$ cat src/rtl/sha_1_pad.sv
// rtl/sha_1_pad.sv - SHA-1 message padder: packs big-endian words into 512-bit blocks for the core
module sha_1_pad (
    input  logic         clk,
    input  logic         rst,
    input  logic [31:0]  in_data,
    input  logic         in_valid,
    input  logic         in_last,
    input  logic [2:0]   in_bytes,
    output logic         in_ready,
    output logic [511:0] Data,
    output logic [63:0]  Index,
    output logic         Enable,
    input  logic         Ready,
    output logic         busy,
    output logic         done
);
    typedef enum logic [1:0] {FILL, PAD, SEND, WAIT} state_t;

    state_t         state_q, state_d;
    logic [4:0]     w_q, w_d;
    logic [60:0]    cnt_q, cnt_d;
    logic [511:0]   data_q, data_d;
    logic [63:0]    index_q, index_d;
    logic           mark_q, mark_d;
    logic           final_q, final_d;
    logic           pend_q, pend_d;
    logic           busy_q, busy_d;
    logic           done_q, done_d;

    logic           wr_en;
    logic [31:0]    wr_word;
    logic [5:0]     shamt;
    logic [31:0]    beat_word;
    logic [60:0]    cnt_base;
    logic [63:0]    len_bits;

    // Final beat: keep the first n bytes and drop the 0x80 marker right after them (no marker when n=4).
    assign shamt     = {in_bytes, 3'b000};
    assign beat_word = (in_data & ~(32'hFFFF_FFFF >> shamt)) | (32'h8000_0000 >> shamt);
    assign cnt_base  = busy_q ? cnt_q : 61'd0;
    assign len_bits  = {cnt_q, 3'b000};

    always_comb begin
        state_d = state_q;
        w_d     = w_q;
        cnt_d   = cnt_q;
        data_d  = data_q;
        index_d = index_q;
        mark_d  = mark_q;
        final_d = final_q;
        pend_d  = pend_q;
        busy_d  = busy_q;
        done_d  = 1'b0;
        wr_en   = 1'b0;
        wr_word = 32'd0;

        case (state_q)
            FILL: begin
                if (in_valid) begin
                    busy_d = 1'b1;
                    if (!busy_q) index_d = 64'd0;
                    wr_en = 1'b1;
                    w_d   = w_q + 5'd1;
                    if (in_last) begin
                        wr_word = beat_word;
                        cnt_d   = cnt_base + {58'd0, in_bytes};
                        mark_d  = (in_bytes == 3'd4);
                        pend_d  = 1'b1;
                        state_d = PAD;
                    end else begin
                        wr_word = in_data;
                        cnt_d   = cnt_base + 61'd4;
                        if (w_q == 5'd15) begin
                            final_d = 1'b0;
                            state_d = SEND;
                        end
                    end
                end
            end
            PAD: begin
                if (w_q == 5'd16) begin
                    final_d = 1'b0;
                    state_d = SEND;
                end else if (mark_q) begin
                    wr_en   = 1'b1;
                    wr_word = 32'h8000_0000;
                    mark_d  = 1'b0;
                    w_d     = w_q + 5'd1;
                end else if (w_q < 5'd14) begin
                    wr_en = 1'b1;
                    w_d   = w_q + 5'd1;
                end else if (w_q == 5'd14) begin
                    data_d[479:448] = len_bits[63:32];
                    data_d[511:480] = len_bits[31:0];
                    final_d = 1'b1;
                    pend_d  = 1'b0;
                    state_d = SEND;
                end else begin
                    // Word 15 with no room left for the length: zero it and spill into another block.
                    wr_en = 1'b1;
                    w_d   = 5'd16;
                end
            end
            SEND: state_d = WAIT;
            WAIT: begin
                if (Ready) begin
                    index_d = index_q + 64'd1;
                    w_d     = 5'd0;
                    if (final_q) begin
                        done_d  = 1'b1;
                        busy_d  = 1'b0;
                        index_d = 64'd0;
                        cnt_d   = 61'd0;
                        final_d = 1'b0;
                        state_d = FILL;
                    end else if (pend_q) begin
                        state_d = PAD;
                    end else begin
                        state_d = FILL;
                    end
                end
            end
            default: state_d = FILL;
        endcase

        if (wr_en) data_d[{w_q[3:0], 5'b00000} +: 32] = wr_word;
    end

    always_ff @(posedge clk) begin
        if (!rst) begin
            state_q <= FILL;
            w_q     <= 5'd0;
            cnt_q   <= 61'd0;
            data_q  <= 512'd0;
            index_q <= 64'd0;
            mark_q  <= 1'b0;
            final_q <= 1'b0;
            pend_q  <= 1'b0;
            busy_q  <= 1'b0;
            done_q  <= 1'b0;
        end else begin
            state_q <= state_d;
            w_q     <= w_d;
            cnt_q   <= cnt_d;
            data_q  <= data_d;
            index_q <= index_d;
            mark_q  <= mark_d;
            final_q <= final_d;
            pend_q  <= pend_d;
            busy_q  <= busy_d;
            done_q  <= done_d;
        end
    end

    assign in_ready = rst && (state_q == FILL);
    assign Data     = data_q;
    assign Index    = index_q;
    assign Enable   = (state_q == SEND);
    assign busy     = busy_q;
    assign done     = done_q;
endmodule

$ cat config.mk
export PLATFORM = sky130hd
export DESIGN_NAME = sha_1_pad
export DESIGN_NICKNAME = d
export VERILOG_FILES = /design/src/rtl/sha_1_pad.sv
export SDC_FILE = /design/constraint.sdc
export NUM_CORES = 1
export LEC_CHECK = 0
export ABC_AREA = 1
export BUFFER_PORTS_ARGS = -buffer_cell sky130_fd_sc_hd__buf_4
export CAP_MARGIN = 25
export CORE_AREA = 5 5 240 242
export CTS_BUF_LIST = sky130_fd_sc_hd__clkbuf_8
export DETAILED_ROUTE_END_ITERATION = 8
export DIE_AREA = 0 0 245 247
export PLACE_DENSITY_LB_ADDON = 0.15
export SYNTH_ARGS = -nofsm -noshare
export SYNTH_HDL_FRONTEND = slang
export SYNTH_SLANG_ARGS = --single-unit
export TNS_END_PERCENT = 5
$ cat constraint.sdc
create_clock -name clk -period 4.6 [get_ports clk]
set_clock_uncertainty 0.2 [all_clocks]
set_input_delay 0.46 -clock clk [delete_from_list [all_inputs] [get_ports clk]]
set_output_delay 0.46 -clock clk [all_outputs]
set_load 0.1 [all_outputs]
### Word-level counts from Yosys, hierarchy flattened

Index checks and enable logic that the tools add are counted.

* bits in registers: 649
* input bits: 40
* output and inout bits: 580
* word-level logic and storage cells: 132

* $add $sub $neg: 5
* magnitude comparators: 1
* equality and inequality tests: 23
* shift-type cells: 4
* muxes and demuxes: 72
* bitwise operators: 3
* reduce and logical (&&, ||, !) cells: 13

Operators with widths (count)
* 64-bit two-way mux: 9
* 512-bit bitwise mux: 1
* 512-bit two-way mux: 1
* 32-bit by 11-bit variable shift with 512-bit output (first input constant): 1
* 32-bit by 11-bit indexed part select with 512-bit output: 1
* 61-bit two-way mux: 5
* 32-bit two-way mux: 4
* 64-bit case mux with 2 select lines: 1
* 61-bit case mux with 2 select lines: 1
* 64-bit by 1-bit adder with 64-bit output (second input constant): 1
* 32-bit case mux with 2 select lines: 1
* 32-bit by 6-bit right shift with 32-bit output (first input constant): 2
* 61-bit by 3-bit adder with 61-bit output: 1
* 61-bit by 3-bit adder with 61-bit output (second input constant): 1
* 32-bit AND: 1
* 32-bit inverter: 1
* 32-bit bitwise OR: 1
* 5-bit two-way mux: 6
* 1-bit two-way mux: 28
* 2-bit != test (second input constant): 11
* 2-bit two-way mux: 8
* 5-bit case mux with 3 select lines: 1
* 3-bit != test (second input constant): 4
* 4-bit AND reduction: 3
* other kinds (21): 27

### Logic depth before layout (Yosys ltp)

Gate-level depths: netlist (run 1).

* word-level depth: 10
* depth in mapped cells: 20
* mapped depth without buffers: 16

### Worst setup path after synthesis (run 1)

OpenSTA, ideal clock, no wires.

* path kind: register to register
* start: reg busy_q (netlist: busy)
* end: reg cnt_q[50]
* setup time: 70 ps
* data arrival time: 3429 ps
* required time: 4330 ps
* path slack: 901 ps
* stages on the path, launching flop included: 21
* buffers on the path: 4
* clock period less this slack: 3699 ps
* path through: dfxtp_1 -> buf_4 -> buf_4 -> buf_2 -> buf_1 -> nand2_1 -> inv_1 -> ha_1 -> fa_1 -> nand2_1 -> nand2_1 -> nand2_1 -> nand2_1 -> nand2_1 -> nor2_2 -> nand2_1 -> nor2_2 -> nand2_1 -> nand2_1 -> nand3_1 -> a21oi_1

* longest elaborated chain between the ends: 5
* elaborated cells on any way between the ends: 6
* classes of those cells: add/sub (2); mux (4)

Ends and longest elaborated chain
* start, declared: RTL line 27 `logic busy_q, busy_d;`
* start signal, assigned: RTL line 150 `busy_q <= busy_d;`
* 61-bit two-way mux (*): RTL line 40 `assign cnt_base = busy_q ? cnt_q : 61'd0;`
* 61-bit by 3-bit adder with 61-bit output, on equally long branches: RTL line 72, 66
* 61-bit two-way mux (*): RTL line 64 `if (in_last) begin`
* 61-bit two-way mux (*): RTL line 59 `if (in_valid) begin`
* 61-bit case mux with 2 select lines (*): RTL line 57 `case (state_q)`
* end signal, assigned: RTL line 144 `cnt_q <= cnt_d;`
* end, declared: RTL line 21 `logic [60:0] cnt_q, cnt_d;`

Every way passes the cells marked *; elsewhere a longest branch is shown, timed or not. The select of a mux whose other input is x is not followed.
A chain may end at the register's enable or synchronous reset.

==> results of run 1 <==
-- what timing repair did --
item                       CTS  global route
hold buffers                30             0
setup endpoints to repair    0             0
hold endpoints to repair    44             0
gates resized for setup      0             0
-- Yosys cell counts, drive strengths merged --
library cell,number
nor2,894
nand2,742
dfxtp,649
o21ai,459
a21oi,396
inv,303
nand3,209
clkbuf,158
buf,96
nor3,66
nand4,43
a211oi,16
ha,13
o21a,13
nand3b,11
a31oi,7
clkinv,5
and3,4
nor3b,4
mux2i,3
nor4,3
o211ai,3
or2,3
xor2,3
a21o,1
a2bb2oi,1
fa,1
o211a,1
o21bai,1
o22ai,1
o31ai,1
-- critical path, delay by kind of cell, from the launching register on --
family	cells	cell delay (ns)
AOI/OAI and AO/OA	1	0.36
and+or+nand+nor	8	1.39
DFF	1	0.45
buffers and inverters	3	0.84
adders and majority gates	1	0.23
-- routing by layer --
metal	GRT usage [%]	wire length (um)	up-vias
met5	0	22	-
met4	17.31	6322	4
met3	12.66	14130	306
met2	58.64	54110	1615
met1	47.82	46530	14060
li1	-	-	14439
-- cells by family after synthesis --
logic type,share of synthesized area [%]
AOI/OAI and AO/OA,16.49
adders and majority gates,0.6475
xor gates and xnor gates,0.09315
and+or+nand+nor,28.51
buffers and inverters,8.098
muxes,0.1064
DFF,46.05
-- report_power, final --
part | total [mW] | internal, mW | leakage (nW) | switching, mW
combinational | 6.83 | 1.22 | 9.43 | 5.61
sequential | 6.32 | 6.02 | 5.24 | 0.298
clock | 5.33 | 2.86 | 1.31 | 2.47
-- area by class of cell --
| class | count | area (um^2) | share of cell area (%) |
|---|---|---|---|
| flip-flops and latches | 649 | 12990 | 36.30 |
| multi-input cells | 2899 | 12970 | 36.23 |
| repair buffers | 706 | 5524 | 15.43 |
| clock buffers | 141 | 1941 | 5.421 |
| inverters | 308 | 1161 | 3.244 |
| well taps | 704 | 880.8 | 2.461 |
| clock inverters | 53 | 317.8 | 0.8878 |
| diodes | 3 | 7.507 | 0.02097 |
-- path summary, 6_finish.rpt --
kind / start / endpoint / slack (ns) / depth (start not counted)
hold reg to reg: flop / flop / 0.25 / 2
setup reg to reg: w_q[0] / flop / 0.94 / 13
setup / recovery: w_q[0] / flop / 0.94 / 13
hold / removal: rst / Data[468] / 0.04 / 3
-- through the flow --
| step | power (mW) | hold slack, ns | worst slack (ns) |
|---|---|---|---|
| CTS | 18.34 | 0.003841 | 1.049 |
| detailed placement | 13.07 | 0.2392 | 1.084 |
| global placement | 13.03 | 0.2327 | 1.142 |
| floorplan | 11.17 | 0.2474 | 0.9005 |
| global route | 19.02 | 0.03547 | 0.7126 |
| finish | 18.48 | 0.04317 | 0.9408 |
==> flow_summary.json, run 1 <==
{
  "num-fill-cells": 4943,
  "ys_warn_count": 0,
  "vias": 30424,
  "fin_crit_ns": 3.659,
  "wl_per_cell_um": 22.17,
  "grt-ovfl-total": 0,
  "yosysTopAreaCell": "dfxtp_1",
  "grt_pass1_vias": 27700,
  "clk_latency_ns": 0.73,
  "hpwlAfterDp_mm": 84.22,
  "crit_path_top_delay_cell": "buf_4",
  "portBuffers": 619,
  "critPathMostFrequentCell": "nand2_1",
  "synth_seq_cells": 649,
  "drt_wl_total_mm": 121.1,
  "worst_setup_path_start_kind": "flop",
  "required_ns": 5.00,
  "ys_seq_area_share_pct": 46.05,
  "synth_top_cell_area_share_pct": 46.05,
  "hold_class": "in2reg",
  "synthTopCellsByArea": "dfxtp_1 46%, nor2_1 12%, nand2_1 9.8%",
  "route.antenna.remaining_nets": 0,
  "start_util_pct": 51.41,
  "die_area_mm2": 0.06052,
  "place.gp.congestion": 1.036,
  "cts_setup_buffers": 0,
  "p_leak_nw": 15.97,
  "tightest_slew_ns": 1.037,
  "setup_violations": 0,
  "relSlewSlack_pct": 30.77,
  "core_mm2": 0.05488,
  "crit_type": "reg2reg",
  "cts-root-buf": "clkbuf_8",
  "rows": 86,
  "first_pass_iters": 7,
  "yosysUniqueCellTypes": 44,
  "clk_pin_slew_ns": 0.07,
  "synth.avg_cell_area_um2": 6.864,
  "synth_area_mm2": 0.02821,
  "synthesis.nets": 4164,
  "stdcell_area_mm2": 0.03580,
  "final_util_pct": 65.23,
  "grt_usage_pct": 37.76,
  "syn_inst": 4110,
  "final_cell_mix": "878 x nor2_1, 734 x nand2_1, 666 x buf_4, 648 x dfxtp_1, 435 x o21ai_0",
  "grt_first_pass_wirelength_mm": 175.7,
  "die_y_um": 247,
  "rsz0062_at_grt": "false",
  "cp_max_fo": 65,
  "max_cap_violations": 0,
  "num_io_pins": 620,
  "cpPeakStageDelay_ns": 0.65,
  "crit_path_cell_trace": "inv_2, ha_1, nand2_2, nor2_4, nand2_1, nand2_1, inv_2, nand2_1, nand2_4, buf_4, nand2_2, o21ai_0, nor2_1",
  "placed_area_mm2": 0.03314,
  "drtIter0Drc": 3592,
  "antenna_found_initial": 7,
  "final_common_cell": "nor2_1",
  "endpoint_kind": "flop",
  "cts_tree": "done",
  "max_freq_ghz": 0.2733,
  "hold_viol": 0,
  "tns_ns": 0,
  "grt_max_degree": 229,
  "h-tree-depth": 3,
  "post-route-period-util_pct": 79.55,
  "peakVddDrop_mv": 0.4170,
  "clock_sinks": 649,
  "via_per_inst": 5.569,
  "route.detailed.drc": 0,
  "area_growth_pct": 26.88,
  "numCtsBuffers": 107,
  "layout.nets": 4725,
  "drive_gt1_share_pct": 18.73,
  "critical_path_arrival_ns": 4.05,
  "slew_viol_final": 0,
  "clockBufferDepth": 3,
  "post-place-cells": 5232,
  "power_density_mw_per_mm2": 516.2,
  "stdcell_count": 5463,
  "die_w_um": 245,
  "status": "finished clean"
}
Power figures use the tool's default switching activity.
==> inputs of run 2 (changes only) <==
--- a/config.mk
+++ b/config.mk
@@ -8,10 +8,10 @@
 export ABC_AREA = 1
 export BUFFER_PORTS_ARGS = -buffer_cell sky130_fd_sc_hd__buf_4
 export CAP_MARGIN = 25
-export CORE_AREA = 5 5 240 242
+export CORE_MARGIN = 5
+export CORE_UTILIZATION = 51
 export CTS_BUF_LIST = sky130_fd_sc_hd__clkbuf_8
 export DETAILED_ROUTE_END_ITERATION = 8
-export DIE_AREA = 0 0 245 247
 export PLACE_DENSITY_LB_ADDON = 0.15
 export SYNTH_ARGS = -nofsm -noshare
 export SYNTH_HDL_FRONTEND = slang
==> constraint.sdc (replaced) <==
create_clock -name clk -period 2.95 [get_ports clk]
set_clock_uncertainty 0.2 [all_clocks]
set_input_delay 0.295 -clock clk [delete_from_list [all_inputs] [get_ports clk]]
set_output_delay 0.295 -clock clk [all_outputs]
set_load 0.1 [all_outputs]
==> flow_summary.json, run 2 (same netlist as run 1, synthesis figures left out) <==
{
  "relSlewSlack_pct": 24.32,
  "critical_path_arrival_ns": 3.20,
  "drive_gt1_share_pct": 19.91,
  "grt_max_degree": 132,
  "cpPeakStageDelay_ns": 0.39,
  "endpoint_kind": "flop",
  "clock_sinks": 649,
  "status": "finished clean",
  "setup_violations": 0,
  "crit_type": "reg2reg",
  "tightest_slew_ns": 1.134,
  "wl_per_cell_um": 21.63,
  "via_per_inst": 5.552,
  "grt_pass1_vias": 27981,
  "die_area_mm2": 0.06012,
  "crit_start": "w_q[1]",
  "slew_viol_final": 0,
  "drtIter0Drc": 3812,
  "num_io_pins": 620,
  "num-fill-cells": 4939,
  "max_cap_violations": 0,
  "power_frac_comb_pct": 38.1,
  "peakVddDrop_mv": 0.5712,
  "worst_r2r_path_depth": 12,
  "r2r-start": "w_q[1]",
  "rsz0062_at_grt": "true",
  "stdcell_area_mm2": 0.03645,
  "tns_ns": 0,
  "final_common_cell": "nor2_1",
  "portBuffers": 619,
  "rows": 86,
  "post-route-period-util_pct": 95.05,
  "p_clk_share_pct": 27.9,
  "worst_setup_path_start_kind": "flop",
  "clk_latency_ns": 0.74,
  "max_freq_ghz": 0.3566,
  "start_util_pct": 51.31,
  "clockBufferDepth": 3,
  "vias": 30967,
  "cp_max_fo": 50,
  "grt_first_pass_wirelength_mm": 176.4,
  "hold_class": "in2reg",
  "h-tree-depth": 3,
  "required_ns": 3.35,
  "p_sw_mw": 13.16,
  "p_int_mw": 15.69,
  "fin_crit_ns": 2.804,
  "clk_pin_slew_ns": 0.06,
  "post-place-cells": 5342,
  "die_w_um": 245.2,
  "hpwlAfterDp_mm": 84.76,
  "cts-root-buf": "clkbuf_8",
  "route.detailed.drc": 0,
  "antenna_found_initial": 6,
  "seqPwrFrac_pct": 34.0,
  "grt-ovfl-total": 0,
  "placed_area_mm2": 0.03379,
  "final_util_pct": 66.29,
  "die_y_um": 245.2,
  "area_growth_pct": 29.20,
  "route.antenna.remaining_nets": 0,
  "r2r_slack_ns": 0.15,
  "swShare_pct": 45.62,
  "crit_path_top_delay_cell": "dfxtp_1",
  "grt_usage_pct": 37.90,
  "multi_input_area_mm2": 0.01302,
  "p_leak_nw": 16.30,
  "power_density_mw_per_mm2": 791.7,
  "place.gp.congestion": 1.011,
  "layout.nets": 4800,
  "first_pass_iters": 6,
  "drt_wl_total_mm": 120.6,
  "numCtsBuffers": 106,
  "cts_tree": "done",
  "hold_viol": 0,
  "core_mm2": 0.05499,
  "seq_area_mm2": 0.01300,
  "critPathMostFrequentCell": "inv_2",
  "stdcell_count": 5578,
  "final_cell_mix": "871 x nor2_1, 733 x nand2_1, 724 x buf_4, 648 x dfxtp_1, 432 x o21ai_0",
  "crit_path_cell_trace": "inv_1, ha_1, or2_1, nand2_2, inv_2, nor2_2, inv_2, nor2_1, nand3_4, buf_12, o21ai_1, a21oi_1"
}
==> run 2: repair_timing <==
action | 4_1_cts | 5_1_grt
gates resized for setup | 0 | 23
hold buffers | 40 | 0
hold endpoints to repair | 215 | 0
setup buffers | 0 | 4
endpoints found under the setup margin | 0 | 93
==> run 2: how the worst min path moves through the flow <==
stage | end | startpoint | cells past startpoint | slack (ns)
6_report | Data[479] | in_data[31] | 6 | 0.02
3_3_place_gp | flop | flop | 2 | 0.23
2_1_floorplan | done | Ready | 2 | 0.23
3_5_place_dp | flop | flop | 2 | 0.24
4_1_cts | Data[479] | in_data[31] | 6 | 0.0001
5_1_grt | Data[479] | in_data[31] | 6 | 0.03
==> run 2: stage by stage <==
step	total power, mW	setup slack, ns	hold slack [ns]
final	28.86	0.1460	0.01641
after global routing	29.73	-0.09586	0.03193
after CTS	28.63	0.01924	0.0001264
after detailed placement	20.66	0.02648	0.2412
after global placement	20.61	0.06667	0.2343
after floorplan	17.43	-0.001240	0.2349
==> run 2: per-layer routing <==
metal	part of all wire (%)	wire length, um	global-route usage, %
met2	45	53880	58.87
met1	38	45870	48.87
met3	12	14850	12.20
met5	0.014	17	0
met4	5.0	6015	15.89
==> run 2: worst max-delay path: cells and delay by family, from the launching register on <==
family          cells  cell delay [ns]
flops               1             0.39
buf+inv             4             0.57
fa+ha+maj           1             0.20
compound gates      2             0.37
simple gates        5             0.95
==> run 2: layout make-up <==
cell class	instances	share of cell area [%]
diodes	3	0.02060
clock buffers	130	4.909
clock inverters	59	0.9989
inverters	308	3.237
multi-input cells	2899	35.71
flip-flops and latches	649	35.66
well taps	748	2.568
repair buffers	782	16.90
==> run 2: power by group through the flow <==
stage,combinational (mW),sequential [mW],clock [mW]
finish,11.0,9.80,8.05
global route,11.4,9.85,8.51
CTS,10.8,9.79,8.06
floorplan,3.64,13.8,0
detailed placement,10.7,9.96,0
global placement,10.6,9.96,0
